===== src/rtl/fw_rv_pack_if.sv =====
// Narrow-in / wide-out ready/valid bundle for fw_rv_pack.
// FW_RV_PACK_LAST_EN adds i_last and o_keep.
interface fw_rv_pack_if #(
  parameter int WIDTH = 8,
  parameter int RATIO = 4
) ();
  logic [WIDTH-1:0]       i_dat;
  logic                   i_valid;
  logic                   i_ready;
  logic [WIDTH*RATIO-1:0] o_dat;
  logic                   o_valid;
  logic                   o_ready;
`ifdef FW_RV_PACK_LAST_EN
  logic                   i_last;
  logic [RATIO-1:0]       o_keep;

  modport master (output i_dat, i_valid, i_last, o_ready,
                  input  i_ready, o_dat, o_valid, o_keep);
  modport slave  (input  i_dat, i_valid, i_last, o_ready,
                  output i_ready, o_dat, o_valid, o_keep);
`else
  modport master (output i_dat, i_valid, o_ready,
                  input  i_ready, o_dat, o_valid);
  modport slave  (input  i_dat, i_valid, o_ready,
                  output i_ready, o_dat, o_valid);
`endif
endinterface


===== src/rtl/fw_rv_pack.sv =====
// Ready/valid upsizer: packs RATIO narrow beats little-endian into one wide beat.
// FW_RV_PACK_LAST_EN enables early word close on i_last with an o_keep lane mask.
module fw_rv_pack #(
  parameter int WIDTH = 8,
  parameter int RATIO = 4
) (
  input logic         clock,
  input logic         reset_n,
  fw_rv_pack_if.slave bus
);
  localparam int CW = $clog2(RATIO);
  localparam int AW = WIDTH * (RATIO - 1);
  localparam logic [CW-1:0] LAST_LANE = CW'(RATIO - 1);

  logic [CW-1:0]          cnt_q, cnt_d;
  logic [AW-1:0]          acc_q, acc_d;
  logic [WIDTH*RATIO-1:0] dat_q, dat_d;
  logic                   vld_q, vld_d;
  logic [RATIO-1:0]       keep_q, keep_d;
  logic                   last_s, close_s, fire_s, out_free_s;

`ifdef FW_RV_PACK_LAST_EN
  assign last_s = bus.i_last;
  assign bus.o_keep = keep_q;
`else
  assign last_s = 1'b0;
`endif

  // A closing beat needs the output register empty or draining this cycle.
  assign out_free_s  = !vld_q || bus.o_ready;
  assign close_s     = (cnt_q == LAST_LANE) || last_s;
  assign bus.i_ready = !close_s || out_free_s;
  assign fire_s      = bus.i_valid && bus.i_ready;
  assign bus.o_dat   = dat_q;
  assign bus.o_valid = vld_q;

  // Next-state: accumulate open lanes, or load the wide register on close.
  always_comb begin
    cnt_d  = cnt_q;
    acc_d  = acc_q;
    dat_d  = dat_q;
    keep_d = keep_q;
    if (vld_q && bus.o_ready) begin
      vld_d = 1'b0;
    end else begin
      vld_d = vld_q;
    end
    if (fire_s && close_s) begin
      for (int k = 0; k < RATIO - 1; k++) begin
        if (CW'(k) < cnt_q) begin
          dat_d[k*WIDTH +: WIDTH] = acc_q[k*WIDTH +: WIDTH];
        end else if (CW'(k) == cnt_q) begin
          dat_d[k*WIDTH +: WIDTH] = bus.i_dat;
        end else begin
          dat_d[k*WIDTH +: WIDTH] = {WIDTH{1'b0}};
        end
      end
      if (cnt_q == LAST_LANE) begin
        dat_d[(RATIO-1)*WIDTH +: WIDTH] = bus.i_dat;
      end else begin
        dat_d[(RATIO-1)*WIDTH +: WIDTH] = {WIDTH{1'b0}};
      end
      for (int k = 0; k < RATIO; k++) begin
        keep_d[k] = (CW'(k) <= cnt_q);
      end
      vld_d = 1'b1;
      cnt_d = {CW{1'b0}};
    end else if (fire_s) begin
      for (int k = 0; k < RATIO - 1; k++) begin
        if (CW'(k) == cnt_q) begin
          acc_d[k*WIDTH +: WIDTH] = bus.i_dat;
        end else begin
          acc_d[k*WIDTH +: WIDTH] = acc_q[k*WIDTH +: WIDTH];
        end
      end
      cnt_d = cnt_q + CW'(1);
    end else begin
      cnt_d = cnt_q;
    end
  end

  // State registers.
  always_ff @(posedge clock or negedge reset_n) begin
    if (!reset_n) begin
      cnt_q  <= {CW{1'b0}};
      acc_q  <= {AW{1'b0}};
      dat_q  <= {(WIDTH*RATIO){1'b0}};
      vld_q  <= 1'b0;
      keep_q <= {RATIO{1'b0}};
    end else begin
      cnt_q  <= cnt_d;
      acc_q  <= acc_d;
      dat_q  <= dat_d;
      vld_q  <= vld_d;
      keep_q <= keep_d;
    end
  end
endmodule


===== src/flat_wrapper.sv =====
// flat-port wrapper written by rule: the top's interface ports become plain ports
module fw_rv_pack_flat 
#(
  parameter int WIDTH = 8,
  parameter int RATIO = 4
)
  (clock, reset_n, bus_i_dat, bus_i_valid, bus_o_ready, bus_i_ready, bus_o_dat, bus_o_valid);
  fw_rv_pack_if #(.WIDTH(WIDTH), .RATIO(RATIO)) bus_i ();
  input logic clock;
  input logic reset_n;
  input wire logic [$bits(bus_i.i_dat)-1:0] bus_i_dat;
  input wire logic [$bits(bus_i.i_valid)-1:0] bus_i_valid;
  input wire logic [$bits(bus_i.o_ready)-1:0] bus_o_ready;
  output wire logic [$bits(bus_i.i_ready)-1:0] bus_i_ready;
  output wire logic [$bits(bus_i.o_dat)-1:0] bus_o_dat;
  output wire logic [$bits(bus_i.o_valid)-1:0] bus_o_valid;
  assign bus_i.i_dat = bus_i_dat;
  assign bus_i.i_valid = bus_i_valid;
  assign bus_i.o_ready = bus_o_ready;
  assign bus_i_ready = bus_i.i_ready;
  assign bus_o_dat = bus_i.o_dat;
  assign bus_o_valid = bus_i.o_valid;
  fw_rv_pack #(.WIDTH(WIDTH), .RATIO(RATIO)) u_core (.clock(clock), .reset_n(reset_n), .bus(bus_i));
endmodule

===== config.mk =====
export PLATFORM = sky130hd
export DESIGN_NAME = fw_rv_pack_flat
export DESIGN_NICKNAME = d
export VERILOG_FILES = /design/src/rtl/fw_rv_pack_if.sv /design/src/rtl/fw_rv_pack.sv /design/src/flat_wrapper.sv
export SDC_FILE = /design/constraint.sdc
export NUM_CORES = 1
export LEC_CHECK = 0
export ABC_CLOCK_PERIOD_IN_PS = 2300
export BUFFER_PORTS_ARGS = -buffer_cell sky130_fd_sc_hd__buf_2
export CAP_MARGIN = 25
export CORE_ASPECT_RATIO = 1.25
export CORE_MARGIN = 4
export CORE_UTILIZATION = 50
export CTS_BUF_LIST = sky130_fd_sc_hd__clkbuf_4 sky130_fd_sc_hd__clkbuf_8 sky130_fd_sc_hd__clkbuf_16
export CTS_CLUSTER_SIZE = 30
export DETAILED_ROUTE_END_ITERATION = 8
export MAX_ROUTING_LAYER = met4
export PLACE_DENSITY = 0.72
export SETUP_SLACK_MARGIN = 0.05
export SLEW_MARGIN = 20
export SYNTH_ARGS = -nofsm -noshare
export SYNTH_HDL_FRONTEND = slang
export SYNTH_SLANG_ARGS = --single-unit

===== constraint.sdc =====
create_clock -name clock -period 2.3 [get_ports clock]
set_clock_uncertainty 0.05 [all_clocks]
set_input_delay 0.115 -clock clock [delete_from_list [all_inputs] [get_ports clock]]
set_output_delay 0.115 -clock clock [all_outputs]
set_load 0.01 [all_outputs]

==> implementation parameters <==
Parameter                              Value

Cells and area
  # diodes ... 0
  Fraction of layout cells with a size suffix above 1 ... between 50 and 60%
  Non-filler instance count after layout ... 319
  Filler cells ... ~410
  Post-layout instance area ... 0.00333 mm²
  Final net count ... approximately 270
  Seq. cell area ... 0.00148 mm²
  Area of the multi-input gates ... between 0.001 and 0.0015 mm²
  Layout Area Growth over Synthesis ... 18.2%

Yosys
  Count of state elements after synthesis ... around 60
  Sequential-to-total area share from yosys stat ... 52.4%
  Post-synthesis average cell area ... 14.2 µm²
  Warning count from the yosys run ... 0
  Top cells by area in the synthesized netlist ... sky130_fd_sc_hd__dfrtp_1 52%, sky130_fd_sc_hd__mux2_4 25%, sky130_fd_sc_hd__mux2_2 7.2%
  Gate Count Post-Synth ... between 150 and 200
  Post-Synthesis Net Count ... around 220
  Cell variety after synth ... 18
  Synth Cell Area ... about 0.0028 mm²
  Area share of the largest cell type after synthesis ... approximately 52%
  Biggest area consumer among synthesized cells ... sky130_fd_sc_hd__dfrtp_1

Setup path
  Count of cells along the worst register-to-register path ... 4
  Critical path startpoint category ... flip-flop
  Worst path arrival time ... ~2100 ps
  Class of the most critical setup path ... flip-flop to flip-flop
  Required time of the worst setup path ... ~2500 ps
  Maximum net fanout on the critical path ... 8
  Critical path endpoint category ... flip-flop

Run
  MaxCap Viol Count ... 0

Global routing
  Initial antenna violation count ... 0
  GRT Residual Overflow ... 0
  Maximum number of pins on one net before global-route repair ... 37
  Vias in the first global route ... around 1,700
  Global-route wire length before repair ... roughly 8800 µm
  Global-route total usage across every layer ... about 18%

STA
  Max-Slew Margin vs Limit ... just over 60%
  Unrepaired setup endpoints after global routing ... no
  Count of endpoints failing setup in the final report ... 0
  Achievable frequency ... 0.525 GHz
  Sum of negative setup slack ... 0 ps
  Endpoints failing hold ... 0
  Time the final worst path needs with I/O delays and setup ... 1900 ps
  Post-route fraction of the period consumed by the critical path ... between 80 and 90%
  Final Slew Violations ... 0
  Transition time at the pin with the least slew margin ... 571 ps

Place
  Count of port buffers added during placement ... 45
  Detailed-placement wirelength estimate ... 3690 µm
  Global placer's final weighted congestion ... 0.800
  Total placed instance area ... 0.00308 mm²
  # placed instances ... roughly 300

Power and ir drop
  LEAKAGE ... around 1.6 nW
  Power per standard cell area ... 1460 mW/mm²
  Maximum resistive drop on vdd ... 0.000631 V
  Overall power consumption ... roughly 5 mW

Clock network
  Number of clock sinks ... between 50 and 60
  H-tree depth reported by CTS ... 3
  TritonCTS buffer count ... 9
  Clock tree from TritonCTS ... done
  Number of instances resized during post-cts repair ... 0
  Setup fix buffers added after clock tree synthesis ... 0
  Max Buffers Root-to-Sink ... 2
  Buffer type at the clock tree root ... sky130_fd_sc_hd__clkbuf_8
  CTS clk-pin slew, worst paths ... 70 ps
  Clock latency on the worst-skew pair ... between 300 and 400 ps

Status
  Status ... complete, no violations

Detailed routing
  Total length of routed wires ... 5230 µm
  Detailed-route wire length per cell ... 16.4 µm
  Total number of vias ... approximately 1,700
  Starting DRT DRC Count ... 84
  Pre-antenna DRT Iters ... 4
  DR DRC count ... 0
  Residual antenna-violating net count after detailed routing ... 0
  Via density per instance ... approximately 5.3

Die
  Boundary Pins ... between 40 and 50
  Floorplan Core Area ... about 0.0054 mm²
  Die extent in x ... around 75 µm
  Initial core utilization ... around half
  Die Outline Area ... between 0.006 and 0.007 mm²
  Site row count ... 30
  Chip Height ... ~92 µm

Worst hold path
  Number of cells on the worst hold path ... 2
  Type of the most critical hold path ... input pin to flip-flop
==> cell type report <==
| class | instances | share of cell area [%] |
|---|---|---|
| clock inverter | 6 | 2.67 |
| sequential | 59 | 44.3 |
| inverter | 2 | 0.225 |
| multi-input combinational | 127 | 37.6 |
| clock buffer | 10 | 4.13 |
| tap | 64 | 2.41 |
| timing repair buffer | 51 | 8.64 |
==> where the power goes <==
group / switching [mW] / internal (mW)
clock: 0.423 / 0.638
combinational: 0.792 / 1.15
sequential: 0.298 / 1.56
==> synthesized netlist by cell type <==
master / count
sky130_fd_sc_hd__nand2_1: 32
sky130_fd_sc_hd__clkbuf_2: 1
sky130_fd_sc_hd__nor2b_1: 3
sky130_fd_sc_hd__nand2b_1: 1
sky130_fd_sc_hd__clkbuf_1: 2
sky130_fd_sc_hd__mux2_1: 2
sky130_fd_sc_hd__ha_1: 6
sky130_fd_sc_hd__inv_1: 2
sky130_fd_sc_hd__dfrtp_1: 59
sky130_fd_sc_hd__a22o_1: 2
sky130_fd_sc_hd__mux2_2: 18
sky130_fd_sc_hd__nand3b_1: 1
sky130_fd_sc_hd__buf_1: 1
sky130_fd_sc_hd__and3_1: 2
sky130_fd_sc_hd__buf_2: 1
sky130_fd_sc_hd__buf_6: 6
sky130_fd_sc_hd__o21ai_0: 14
sky130_fd_sc_hd__mux2_4: 46
==> worst paths after layout <==
kind	start	slack [ps]	end
min reg2reg	u_core.bus.o_dat[26]	440	u_core.bus.o_dat[26]
max in group asynchronous	reset_n	1370	u_core.acc_q[20]
max	u_core.cnt_q[1]	400	u_core.acc_q[13]
min in group asynchronous	reset_n	250	u_core.bus.o_dat[29]
min	bus_i_dat[5]	50	u_core.acc_q[5]
max reg2reg	u_core.cnt_q[1]	400	u_core.acc_q[13]
==> sequential cells by signal, indices dropped and copies added (netlist names) <==
register,flops
u_core.cnt_q,2
u_core.bus.o_valid,1
u_core.acc_q,24
u_core.bus.o_dat,32
==> per-layer routing <==
metal | track usage, % | vias to the layer above | wire length [µm]
met5 | - | - | 0
met4 | 9.33 | 0 | 148
met3 | 5.48 | 13 | 247
met2 | 26.2 | 36 | 2540
met1 | 21.8 | 845 | 2300
li1 | - | 786 | -
==> critical path, cell delays in order, from the launching register on <==
cell	delay (ps)
sky130_fd_sc_hd__dfrtp_1	460
sky130_fd_sc_hd__ha_1	250
sky130_fd_sc_hd__nor2b_1	180
sky130_fd_sc_hd__and3_1	510
sky130_fd_sc_hd__mux2_4	340
==> logic make-up (layout without fill, tap and decap cells) <==
group	count (synthesis)	count (layout)	share of synthesized area, %
buf+inv	13	69	3.42
compound gates	16	16	3.11
simple gates	39	39	5.86
mux	66	66	32.5
flops	59	59	52.4
fa+ha+maj	6	6	2.67
==> what timing repair did <==
item / CTS / global route
hold endpoints to repair: 24 / 0
endpoints found under the setup margin: 0 / 0
hold buffers: 2 / 0
==> stage by stage <==
step / utilization, % / hold WS, ps / setup slack (ps)
6_report: 61.2 / 54.0 / 397
5_1_grt: 61.2 / 48.9 / 304
4_1_cts: 61.2 / 38.9 / 402
3_5_place_dp: 56.6 / 97.8 / 409
3_3_place_gp: 56.6 / 99.8 / 463
2_1_floorplan: - / -231 / 464
==> cells in the final DEF, fill, tap and decap left out <==
cell type and instances:
sky130_fd_sc_hd__inv_1 2, sky130_fd_sc_hd__nand2b_1 1, sky130_fd_sc_hd__buf_4 3, sky130_fd_sc_hd__clkinv_4 1, sky130_fd_sc_hd__clkinv_2 1, sky130_fd_sc_hd__nand2_1 32, sky130_fd_sc_hd__ha_1 6, sky130_fd_sc_hd__clkbuf_8 10
sky130_fd_sc_hd__buf_12 1, sky130_fd_sc_hd__dlygate4sd3_1 2, sky130_fd_sc_hd__nor2b_4 1, sky130_fd_sc_hd__nor2b_1 2, sky130_fd_sc_hd__mux2_4 46, sky130_fd_sc_hd__dfrtp_1 59, sky130_fd_sc_hd__bufinv_16 2, sky130_fd_sc_hd__and3_1 2
sky130_fd_sc_hd__clkinvlp_4 2, sky130_fd_sc_hd__mux2_1 2, sky130_fd_sc_hd__buf_2 45, sky130_fd_sc_hd__mux2_2 18, sky130_fd_sc_hd__o21ai_0 14, sky130_fd_sc_hd__a22o_1 2, sky130_fd_sc_hd__nand3b_1 1
Note: power is estimated with default switching activity, not from simulation.
